[config.mk]
export PLATFORM = sky130hd
export DESIGN_NAME = router_fsm_flat
export DESIGN_NICKNAME = d
export VERILOG_FILES = /design/src/rtl/router_pkg.sv /design/src/rtl/router_fsm_if.sv /design/src/rtl/router_sync_timer.sv /design/src/rtl/router_fsm.sv /design/src/flat_wrapper.sv
export SDC_FILE = /design/constraint.sdc
export NUM_CORES = 1
export LEC_CHECK = 0
export CORE_MARGIN = 1
export CORE_UTILIZATION = 39
export CTS_CLUSTER_SIZE = 8
export DETAILED_ROUTE_END_ITERATION = 7
export PLACE_DENSITY = 0.63
export SYNTH_ARGS = -nofsm -noshare
export SYNTH_HDL_FRONTEND = slang
export SYNTH_HIERARCHICAL = 1
export SYNTH_SLANG_ARGS = --single-unit
[constraint.sdc]
create_clock -name clk -period 5.5 [get_ports clk]
set_input_delay 1.65 -clock clk [delete_from_list [all_inputs] [get_ports clk]]
set_output_delay 1.65 -clock clk [all_outputs]
set_load 0.005 [all_outputs]
[src/rtl/router_pkg.sv]
// Shared types and constants for the 1x3 router packet-sequencing controller.
package router_pkg;

  localparam int PORTS_DEF   = 3;
  localparam int TIMEOUT_DEF = 30;
  localparam int TMR_W       = 5;
  localparam logic [1:0] ADDR_INVALID = 2'd3;

  typedef enum logic [2:0] {
    DECODE_ADDRESS     = 3'd0,
    LOAD_FIRST_DATA    = 3'd1,
    LOAD_DATA          = 3'd2,
    FIFO_FULL_STATE    = 3'd3,
    LOAD_AFTER_FULL    = 3'd4,
    LOAD_PARITY        = 3'd5,
    CHECK_PARITY_ERROR = 3'd6,
    WAIT_TILL_EMPTY    = 3'd7
  } state_t;

  typedef struct packed {
    logic lfd;
    logic ld;
    logic laf;
    logic detect_add;
    logic rst_int_reg;
    logic busy;
  } strobes_t;

  function automatic strobes_t decode_state(state_t s);
    strobes_t o;
    o = '0;
    case (s)
      DECODE_ADDRESS:     o.detect_add  = 1'b1;
      LOAD_FIRST_DATA:    begin o.lfd = 1'b1; o.busy = 1'b1; end
      LOAD_DATA:          o.ld = 1'b1;
      FIFO_FULL_STATE:    o.busy = 1'b1;
      LOAD_AFTER_FULL:    begin o.laf = 1'b1; o.busy = 1'b1; end
      LOAD_PARITY:        o.busy = 1'b1;
      CHECK_PARITY_ERROR: begin o.rst_int_reg = 1'b1; o.busy = 1'b1; end
      WAIT_TILL_EMPTY:    o.busy = 1'b1;
      default:            o = '0;
    endcase
    return o;
  endfunction

  // States in which the selected FIFO takes a byte.
  function automatic logic is_write(state_t s);
    return (s == LOAD_FIRST_DATA) || (s == LOAD_DATA) ||
           (s == LOAD_AFTER_FULL) || (s == LOAD_PARITY);
  endfunction

endpackage

[src/rtl/router_fsm_if.sv]
// Bundle of the source, register-block and FIFO signals around the router FSM.
interface router_fsm_if
  import router_pkg::*;
#(
  parameter int PORTS = PORTS_DEF
);
  logic             pkt_valid;
  logic [1:0]       addr;
  logic             parity_done;
  logic             low_pkt_valid;
  logic [PORTS-1:0] fifo_full;
  logic [PORTS-1:0] fifo_empty;
  logic [PORTS-1:0] rd_en;
  logic [PORTS-1:0] wr_en;
  logic             lfd_state;
  logic             ld_state;
  logic             laf_state;
  logic             detect_add;
  logic             rst_int_reg;
  logic             busy;
  logic [PORTS-1:0] vld_out;
  logic [PORTS-1:0] soft_rst;

  modport master (
    output pkt_valid, addr, parity_done, low_pkt_valid, fifo_full, fifo_empty, rd_en,
    input  wr_en, lfd_state, ld_state, laf_state, detect_add, rst_int_reg, busy,
           vld_out, soft_rst
  );

  modport slave (
    input  pkt_valid, addr, parity_done, low_pkt_valid, fifo_full, fifo_empty, rd_en,
    output wr_en, lfd_state, ld_state, laf_state, detect_add, rst_int_reg, busy,
           vld_out, soft_rst
  );
endinterface

[src/rtl/router_sync_timer.sv]
// One port's unread-data watchdog: pulses soft_rst_o after TIMEOUT unread cycles.
module router_sync_timer
  import router_pkg::*;
#(
  parameter int TIMEOUT = TIMEOUT_DEF
) (
  input  logic clk,
  input  logic rst,
  input  logic vld_i,
  input  logic rd_en_i,
  input  logic empty_i,
  output logic soft_rst_o
);
  localparam logic [TMR_W-1:0] LAST = TMR_W'(TIMEOUT - 1);

  logic [TMR_W-1:0] cnt_q, cnt_d;
  logic             soft_rst_q, soft_rst_d;

  // NOTE: every always_comb output gets a default first so no path leaves it unassigned (no latch).
  always_comb begin
    cnt_d      = cnt_q;
    soft_rst_d = 1'b0;
    if (rd_en_i || empty_i) begin
      cnt_d = '0;
    end else if (vld_i) begin
      if (cnt_q == LAST) begin
        cnt_d      = '0;
        soft_rst_d = 1'b1;
      end else if (cnt_q != '1) begin
        cnt_d = cnt_q + 1'b1;
      end
    end
  end

  // NOTE: sequential state uses non-blocking assignments only.
  always_ff @(posedge clk or posedge rst) begin
    if (rst) begin
      cnt_q      <= '0;
      soft_rst_q <= 1'b0;
    end else begin
      cnt_q      <= cnt_d;
      soft_rst_q <= soft_rst_d;
    end
  end

  assign soft_rst_o = soft_rst_q;

endmodule

[src/rtl/router_fsm.sv]
// Packet-sequencing controller: header decode, FIFO write enables, stall and soft reset.
module router_fsm
  import router_pkg::*;
#(
  parameter int PORTS   = PORTS_DEF,
  parameter int TIMEOUT = TIMEOUT_DEF
) (
  input logic        clk,
  input logic        rst,
  router_fsm_if.slave bus
);
  state_t           state_q, state_d;
  logic [1:0]       addr_q, addr_d;
  strobes_t         strb_q;
  logic [PORTS-1:0] wr_en_q;
  logic [PORTS-1:0] soft_rst;
  logic             addr_ok;

  always_comb begin
    state_d = state_q;
    addr_d  = addr_q;
    addr_ok = (bus.addr != ADDR_INVALID) && (int'(bus.addr) < PORTS);
    case (state_q)
      DECODE_ADDRESS:
        if (bus.pkt_valid && addr_ok) begin
          addr_d  = bus.addr;
          state_d = bus.fifo_empty[bus.addr] ? LOAD_FIRST_DATA : WAIT_TILL_EMPTY;
        end
      WAIT_TILL_EMPTY:
        if (bus.fifo_empty[addr_q]) state_d = LOAD_FIRST_DATA;
      LOAD_FIRST_DATA:
        state_d = LOAD_DATA;
      LOAD_DATA:
        if (bus.fifo_full[addr_q])  state_d = FIFO_FULL_STATE;
        else if (!bus.pkt_valid)    state_d = LOAD_PARITY;
      FIFO_FULL_STATE:
        if (!bus.fifo_full[addr_q]) state_d = LOAD_AFTER_FULL;
      LOAD_AFTER_FULL:
        if (bus.parity_done)        state_d = DECODE_ADDRESS;
        else if (bus.low_pkt_valid) state_d = LOAD_PARITY;
        else                        state_d = LOAD_DATA;
      LOAD_PARITY:
        state_d = CHECK_PARITY_ERROR;
      CHECK_PARITY_ERROR:
        state_d = bus.fifo_full[addr_q] ? FIFO_FULL_STATE : DECODE_ADDRESS;
      default:
        state_d = DECODE_ADDRESS;
    endcase
    // A timed-out destination abandons the packet in flight.
    if (state_q != DECODE_ADDRESS && soft_rst[addr_q]) state_d = DECODE_ADDRESS;
  end

  // Outputs are registered from the next state so they line up with state_q.
  always_ff @(posedge clk or posedge rst) begin
    if (rst) begin
      state_q <= DECODE_ADDRESS;
      addr_q  <= 2'd0;
      strb_q  <= decode_state(DECODE_ADDRESS);
      wr_en_q <= '0;
    end else begin
      state_q <= state_d;
      addr_q  <= addr_d;
      strb_q  <= decode_state(state_d);
      wr_en_q <= is_write(state_d) ? (PORTS'(1) << addr_d) : '0;
    end
  end

  for (genvar i = 0; i < PORTS; i++) begin : g_tmr
    router_sync_timer #(.TIMEOUT(TIMEOUT)) u_tmr (
      .clk        (clk),
      .rst        (rst),
      .vld_i      (~bus.fifo_empty[i]),
      .rd_en_i    (bus.rd_en[i]),
      .empty_i    (bus.fifo_empty[i]),
      .soft_rst_o (soft_rst[i])
    );
  end

  assign bus.wr_en       = wr_en_q;
  assign bus.lfd_state   = strb_q.lfd;
  assign bus.ld_state    = strb_q.ld;
  assign bus.laf_state   = strb_q.laf;
  assign bus.detect_add  = strb_q.detect_add;
  assign bus.rst_int_reg = strb_q.rst_int_reg;
  assign bus.busy        = strb_q.busy;
  assign bus.vld_out     = ~bus.fifo_empty;
  assign bus.soft_rst    = soft_rst;

endmodule

[src/flat_wrapper.sv]
// flat-port wrapper written by rule: the top's interface ports become plain ports
module router_fsm_flat import router_pkg::*;
#(
  parameter int PORTS   = PORTS_DEF,
  parameter int TIMEOUT = TIMEOUT_DEF
)
  (clk, rst, bus_pkt_valid, bus_addr, bus_parity_done, bus_low_pkt_valid, bus_fifo_full, bus_fifo_empty, bus_rd_en, bus_wr_en, bus_lfd_state, bus_ld_state, bus_laf_state, bus_detect_add, bus_rst_int_reg, bus_busy, bus_vld_out, bus_soft_rst);
  router_fsm_if #(.PORTS(PORTS)) bus_i ();
  input logic clk;
  input logic rst;
  input wire logic [$bits(bus_i.pkt_valid)-1:0] bus_pkt_valid;
  input wire logic [$bits(bus_i.addr)-1:0] bus_addr;
  input wire logic [$bits(bus_i.parity_done)-1:0] bus_parity_done;
  input wire logic [$bits(bus_i.low_pkt_valid)-1:0] bus_low_pkt_valid;
  input wire logic [$bits(bus_i.fifo_full)-1:0] bus_fifo_full;
  input wire logic [$bits(bus_i.fifo_empty)-1:0] bus_fifo_empty;
  input wire logic [$bits(bus_i.rd_en)-1:0] bus_rd_en;
  output wire logic [$bits(bus_i.wr_en)-1:0] bus_wr_en;
  output wire logic [$bits(bus_i.lfd_state)-1:0] bus_lfd_state;
  output wire logic [$bits(bus_i.ld_state)-1:0] bus_ld_state;
  output wire logic [$bits(bus_i.laf_state)-1:0] bus_laf_state;
  output wire logic [$bits(bus_i.detect_add)-1:0] bus_detect_add;
  output wire logic [$bits(bus_i.rst_int_reg)-1:0] bus_rst_int_reg;
  output wire logic [$bits(bus_i.busy)-1:0] bus_busy;
  output wire logic [$bits(bus_i.vld_out)-1:0] bus_vld_out;
  output wire logic [$bits(bus_i.soft_rst)-1:0] bus_soft_rst;
  assign bus_i.pkt_valid = bus_pkt_valid;
  assign bus_i.addr = bus_addr;
  assign bus_i.parity_done = bus_parity_done;
  assign bus_i.low_pkt_valid = bus_low_pkt_valid;
  assign bus_i.fifo_full = bus_fifo_full;
  assign bus_i.fifo_empty = bus_fifo_empty;
  assign bus_i.rd_en = bus_rd_en;
  assign bus_wr_en = bus_i.wr_en;
  assign bus_lfd_state = bus_i.lfd_state;
  assign bus_ld_state = bus_i.ld_state;
  assign bus_laf_state = bus_i.laf_state;
  assign bus_detect_add = bus_i.detect_add;
  assign bus_rst_int_reg = bus_i.rst_int_reg;
  assign bus_busy = bus_i.busy;
  assign bus_vld_out = bus_i.vld_out;
  assign bus_soft_rst = bus_i.soft_rst;
  router_fsm #(.PORTS(PORTS), .TIMEOUT(TIMEOUT)) u_core (.clk(clk), .rst(rst), .bus(bus_i));
endmodule
# == Word level (Yosys, flattened, before mapping) ==
# Cells that the tools add are included.
# totals
ff_bits,32
latch_bits,0
mem_bits_rw,0
mem_bits_ro,0
in_bits,16
output_inout_bits,15
wordCells,115
n_memories,0
# classes
n_addsub,3
mul,0
div_mod_pow,0
order_cmp,3
eq_ne,24
shifts,1
n_mux,49
n_bitwise,1
reduce_logical,19
# ops
op,n
two-way mux 5 bit,12
two-way mux 3 bit,10
"equality test 3 bit, second input constant",8
case mux 3 bit (8 select lines),1
two-way mux 1 bit,19
"adder 5 x 1 -> 5 bit, second input constant",3
"equality test 5 bit, second input constant",3
"inequality test 5 bit, second input constant",3
"equality test 3 x 2 -> 1 bit, second input constant",4
nonzero test 3 bit,4
binary-select mux 1 bit (select 2 bit),4
"equality test 3 x 1 -> 1 bit, second input constant",2
zero test 3 bit,2
logical OR 1 bit,6
"less-than comparator 2 x 3 -> 1 bit, second input constant",2
two-way mux 2 bit,3
"inequality test 2 x 1 -> 1 bit, second input constant",3
AND reduction 2 bit,3
OR reduction 6 bit,1
logical AND 1 bit,3
NOT 3 bit,1
"<< shifter 1 x 2 -> 3 bit, first input constant",1
"less-than comparator 2 bit, second input constant",1
"inequality test 2 bit, second input constant",1

# == Depth between registers and ports, before layout ==
# depth
word_depth,11
depth_mapped,7
depth_no_buf,6

# == Hierarchy ==
# Netlist, hierarchy kept.
# by_module_without_submodules
mod,instances,cells_per_inst,area_per_inst_um2
router_sync_timer,3,38,349.1
router_fsm,1,92,887.1

# == Worst setup path before layout ==
# OpenSTA, ideal clock, no wires.
# synth_path
path_type,input -> output
from,in bus_fifo_empty[0]
to,out bus_vld_out[0]
arrival_time_ns,1.744
path_slack_ns,2.106
cell_stages,1
path_buffers,0
cell_sequence,inv_1
# synth_between
elab_chain_len,1
# synth_lines
item,line_no,source
start: declaration,flat_wrapper.sv:16,input wire logic [$bits(bus_i.fifo_empty)-1:0] bus_fifo_empty;
NOT 3 bit,router_fsm.sv:86,assign bus.vld_out = ~bus.fifo_empty;
end: declaration,flat_wrapper.sv:25,output wire logic [$bits(bus_i.vld_out)-1:0] bus_vld_out;
# No other way between the ends.

# == Worst setup path after layout ==
# Same ends and word-level chain as after synthesis.

==> key figures <==
Power
  – Tot Pwr: between 0.8 and 0.9 mW
  – Leak pwr: about 1.0 nW
  – Power density over the cells: 362 nW/um^2
  – Worst IR Drop VDD: 0.000132 V

Finish
  – Fillers: 499
  – Multi-input combinational cell area: around 1000 sq um
  – Final net count: 260
  – Reg area: 802 sq um
  – Finished Cell Area: ~2300 sq um
  – Commonest non-fill, non-tap cell in the layout: dfrtp_1
  – Max reg flops: 15
  – Ant diodes: 0
  – Synth-to-layout area growth: 21.2%
  – Share of cells above drive strength 1: approximately a tenth
  – Most frequent cells in the layout: dfrtp_1 (31), clkdlybuf4s50_1 (30), inv_1 (18), nor2_1 (14), nand2_1 (13)
  – Most flops, register: u_core/g_tmr.u_tmr/cnt_q
  – Non-filler cells, final: around 300

Yosys
  – Yosys reg bits: 32
  – Syn_area_per_cell: 9.39 sq um
  – Compound-cell area share of the yosys netlist: 16.0%
  – Syn Std Cell Area: approximately 1900 sq um
  – Syn nets: 231
  – Multiplexer area fraction after synthesis: under 10%
  – Yosys Warn Count: 6
  – Simple-gate share of the synthesized area: approximately a quarter
  – Synth Instances: 206
  – Largest family of logic cells by synthesized area: simple AND/OR/NAND/NOR gates
  – Xor/xnor cell area share of the yosys netlist: 0%
  – Post-synthesis sequential area ratio: 41.5%
  – Synth cell types: 44
  – Adder-cell share of the synthesized area: 5.82%

Run
  – Maxcap violations: 0

Outcome
  – Status: complete, no violations

Placed design
  – Detailed-placement wirelength estimate: approximately 2800 um
  – Placer Congestion: roughly 0.83
  – Cell Area, Placed: 2250 sq um
  – PortBufs: 30
  – Placed Cells: 295

Routing
  – Detailed-router iteration count before antenna repair: 4
  – Vias/cell: 5.14
  – Post-detailed-routing wire length: 3770 um
  – DRC Markers: 0
  – Antenna-violating nets left: 0
  – Vias: 1556
  – Iter 0 DRT Violations: 109
  – Mean routed wirelength per cell: 12.4 um

Die
  – Die height: 72.4 um
  – Core Region: 4750 sq um
  – Initial Utilization: between 40% and 50%
  – Die ar.: 5250 sq um
  – Site Rows: 25
  – Chip Width: 72.4 um
  – IO Pins: 31

Global routing
  – Largest net degree at the start of global routing: 15
  – Total track usage: 16.2%
  – Vias in the first global route: around 1300
  – First-pass GRT wire length: 6440 um
  – Initial antenna violation count: 0
  – Total congestion overflow: 0

Worst setup path
  – Crit path kind: in -> out
  – Reg2reg start: u_core/addr_q[1]
  – CP Launch Type: input port
  – Worst reg2reg path endpoint: u_core/bus.wr_en[0]
  – Critical path required time: 3850 ps
  – WP data arrival: 2810 ps
  – Worst Reg-to-Reg Cells: 6
  – Reg-to-reg setup timing slack: 3500 ps
  – CP endpoint kind: output port
  – Worst-path fanout max: 5

Timing
  – Final min period: 4460 ps
  – Final setup TNS: 0 ps
  – Final-report max-slew violation count: 0
  – Max Clock Skew: 5.61 ps
  – Max Fclk: 0.224 GHz
  – RSZ-0062 raised after global routing: false
  – Worst-Margin Slew: 511 ps
  – Final period util: 81.2%
  – Final hold vios: 0
  – Final setup viols: 0
  – Max-slew headroom at the worst pin: between 60% and 70%

Min path
  – Path type of the worst min-delay path: reg -> reg
  – Cell depth of the worst hold path: 1
  – Hold Path Sink: u_core/g_tmr[2].u_tmr/cnt_q[2]
  – Hold Crit Start: u_core/g_tmr[2].u_tmr/cnt_q[2]

CTS
  – CTS Buf Count: 5
  – Resized cells post-CTS: 0
  – CTS Hold Bufs: 0
  – # H-tree levels: 2
  – TritonCTS sink count: 32
  – Reg clk slew, reported paths: 60 ps
  – CTS tree: built
  – CTS root buf: clkbuf_8
  – Clock Tree Buf Depth: 2
  – Post-CTS setup buffer count: 0
  – Clk_lat worst skew: roughly 280 ps
## worst max-delay path, stage by stage
cell	delay, ps
clkdlybuf4s50_1	480
inv_1	170
clkdlybuf4s50_1	520
## layout make-up
class | instances | share of cell area [%]
Multi-Input combinational cell | 148 | 42.6
Sequential cell | 32 | 34.2
Timing Repair Buffer | 30 | 12.8
Tap cell | 67 | 3.58
Clock buffer | 6 | 3.52
Inverter | 18 | 2.88
Clock inverter | 2 | 0.427
## metal layers
metal  up-vias  track usage (%)  wire, um
met2        23             24.1      1650
met5         -                0         0
li1        806                -         -
met4         0             5.88        57
met1       721             22.5      1930
met3         6             4.72       131
## synth_stat cells
cell type  instances  area [sq um]
and2_4             1          8.76
a311oi_1           3          26.3
nand4_1            4          25.0
nand3_1           10          50.1
o21ai_1            2          10.0
a21oi_1            4          20.0
inv_1             18          67.6
dfstp_2            1          26.3
nor3_1             5          25.0
a21o_2             1          8.76
and2b_2            5          43.8
mux2i_1            6          60.1
nand2b_1           4          25.0
nand3b_1           9          67.6
and3_1             3          18.8
and2b_1            2          15.0
or3_1              3          18.8
nand2_1           13          48.8
o211ai_1           1          7.51
o2bb2ai_1          1          8.76
o21ai_0            7          35.0
nand2_2            1          6.26
nor2b_2            1          8.76
o21a_1             1          7.51
ha_1               9           113
a211o_1            1          8.76
nand4b_1           3          26.3
a211oi_1           3          22.5
and2_1             1          6.26
nor2b_1            2          12.5
dfrtp_1           31           776
or4b_4             1          13.8
or2_2              4          25.0
a31oi_1           12          75.1
o22ai_1            3          18.8
clkbuf_1           3          11.3
a22oi_1            1          7.51
buf_6              5          56.3
o22a_1             1          8.76
nor3_4             1          16.3
o2111ai_1          2          17.5
nor2_1            14          52.6
a31oi_2            1          12.5
o21bai_1           2          15.0
## cell families (layout without fill, tap and decap cells)
logic type / count (synthesis) / in the layout
AND/OR/NAND/NOR: 87 / 87
AO/OA/AOI/OAI: 46 / 46
flip-flops: 32 / 32
buffers and inverters: 26 / 56
adder cells (fa/ha/maj): 9 / 9
multiplexers: 6 / 6
## worst max-delay path by stage
stage	startpoint	to	slack (ps)	cells past startpoint
4_1_cts	bus_fifo_empty[2]	bus_vld_out[2]	1030	3
6_report	bus_fifo_empty[0]	bus_vld_out[0]	1040	3
3_3_place_gp	bus_fifo_empty[2]	bus_vld_out[2]	1030	3
2_1_floorplan	bus_fifo_empty[0]	bus_vld_out[0]	2110	1
3_5_place_dp	bus_fifo_empty[0]	bus_vld_out[0]	1030	3
5_1_grt	bus_fifo_empty[2]	bus_vld_out[2]	960	3
## report_power, final
group | total (mW) | switching (mW) | internal, mW
Combinational | 0.321 | 0.146 | 0.175
Clock | 0.184 | 0.0847 | 0.0996
Sequential | 0.342 | 0.0610 | 0.281
Total | 0.847 | 0.292 | 0.556
## stage by stage
| step | utilization (%) | setup slack, ps | hold slack [ps] |
|---|---|---|---|
| after floorplan | - | 2110 | 495 |
| after global placement | 47.3 | 1030 | 540 |
| after detailed placement | 47.3 | 1030 | 530 |
| after CTS | 49.3 | 1030 | 539 |
| after global routing | 49.3 | 960 | 573 |
| final | 49.3 | 1040 | 539 |
Note: power is estimated with default switching activity, not from simulation.
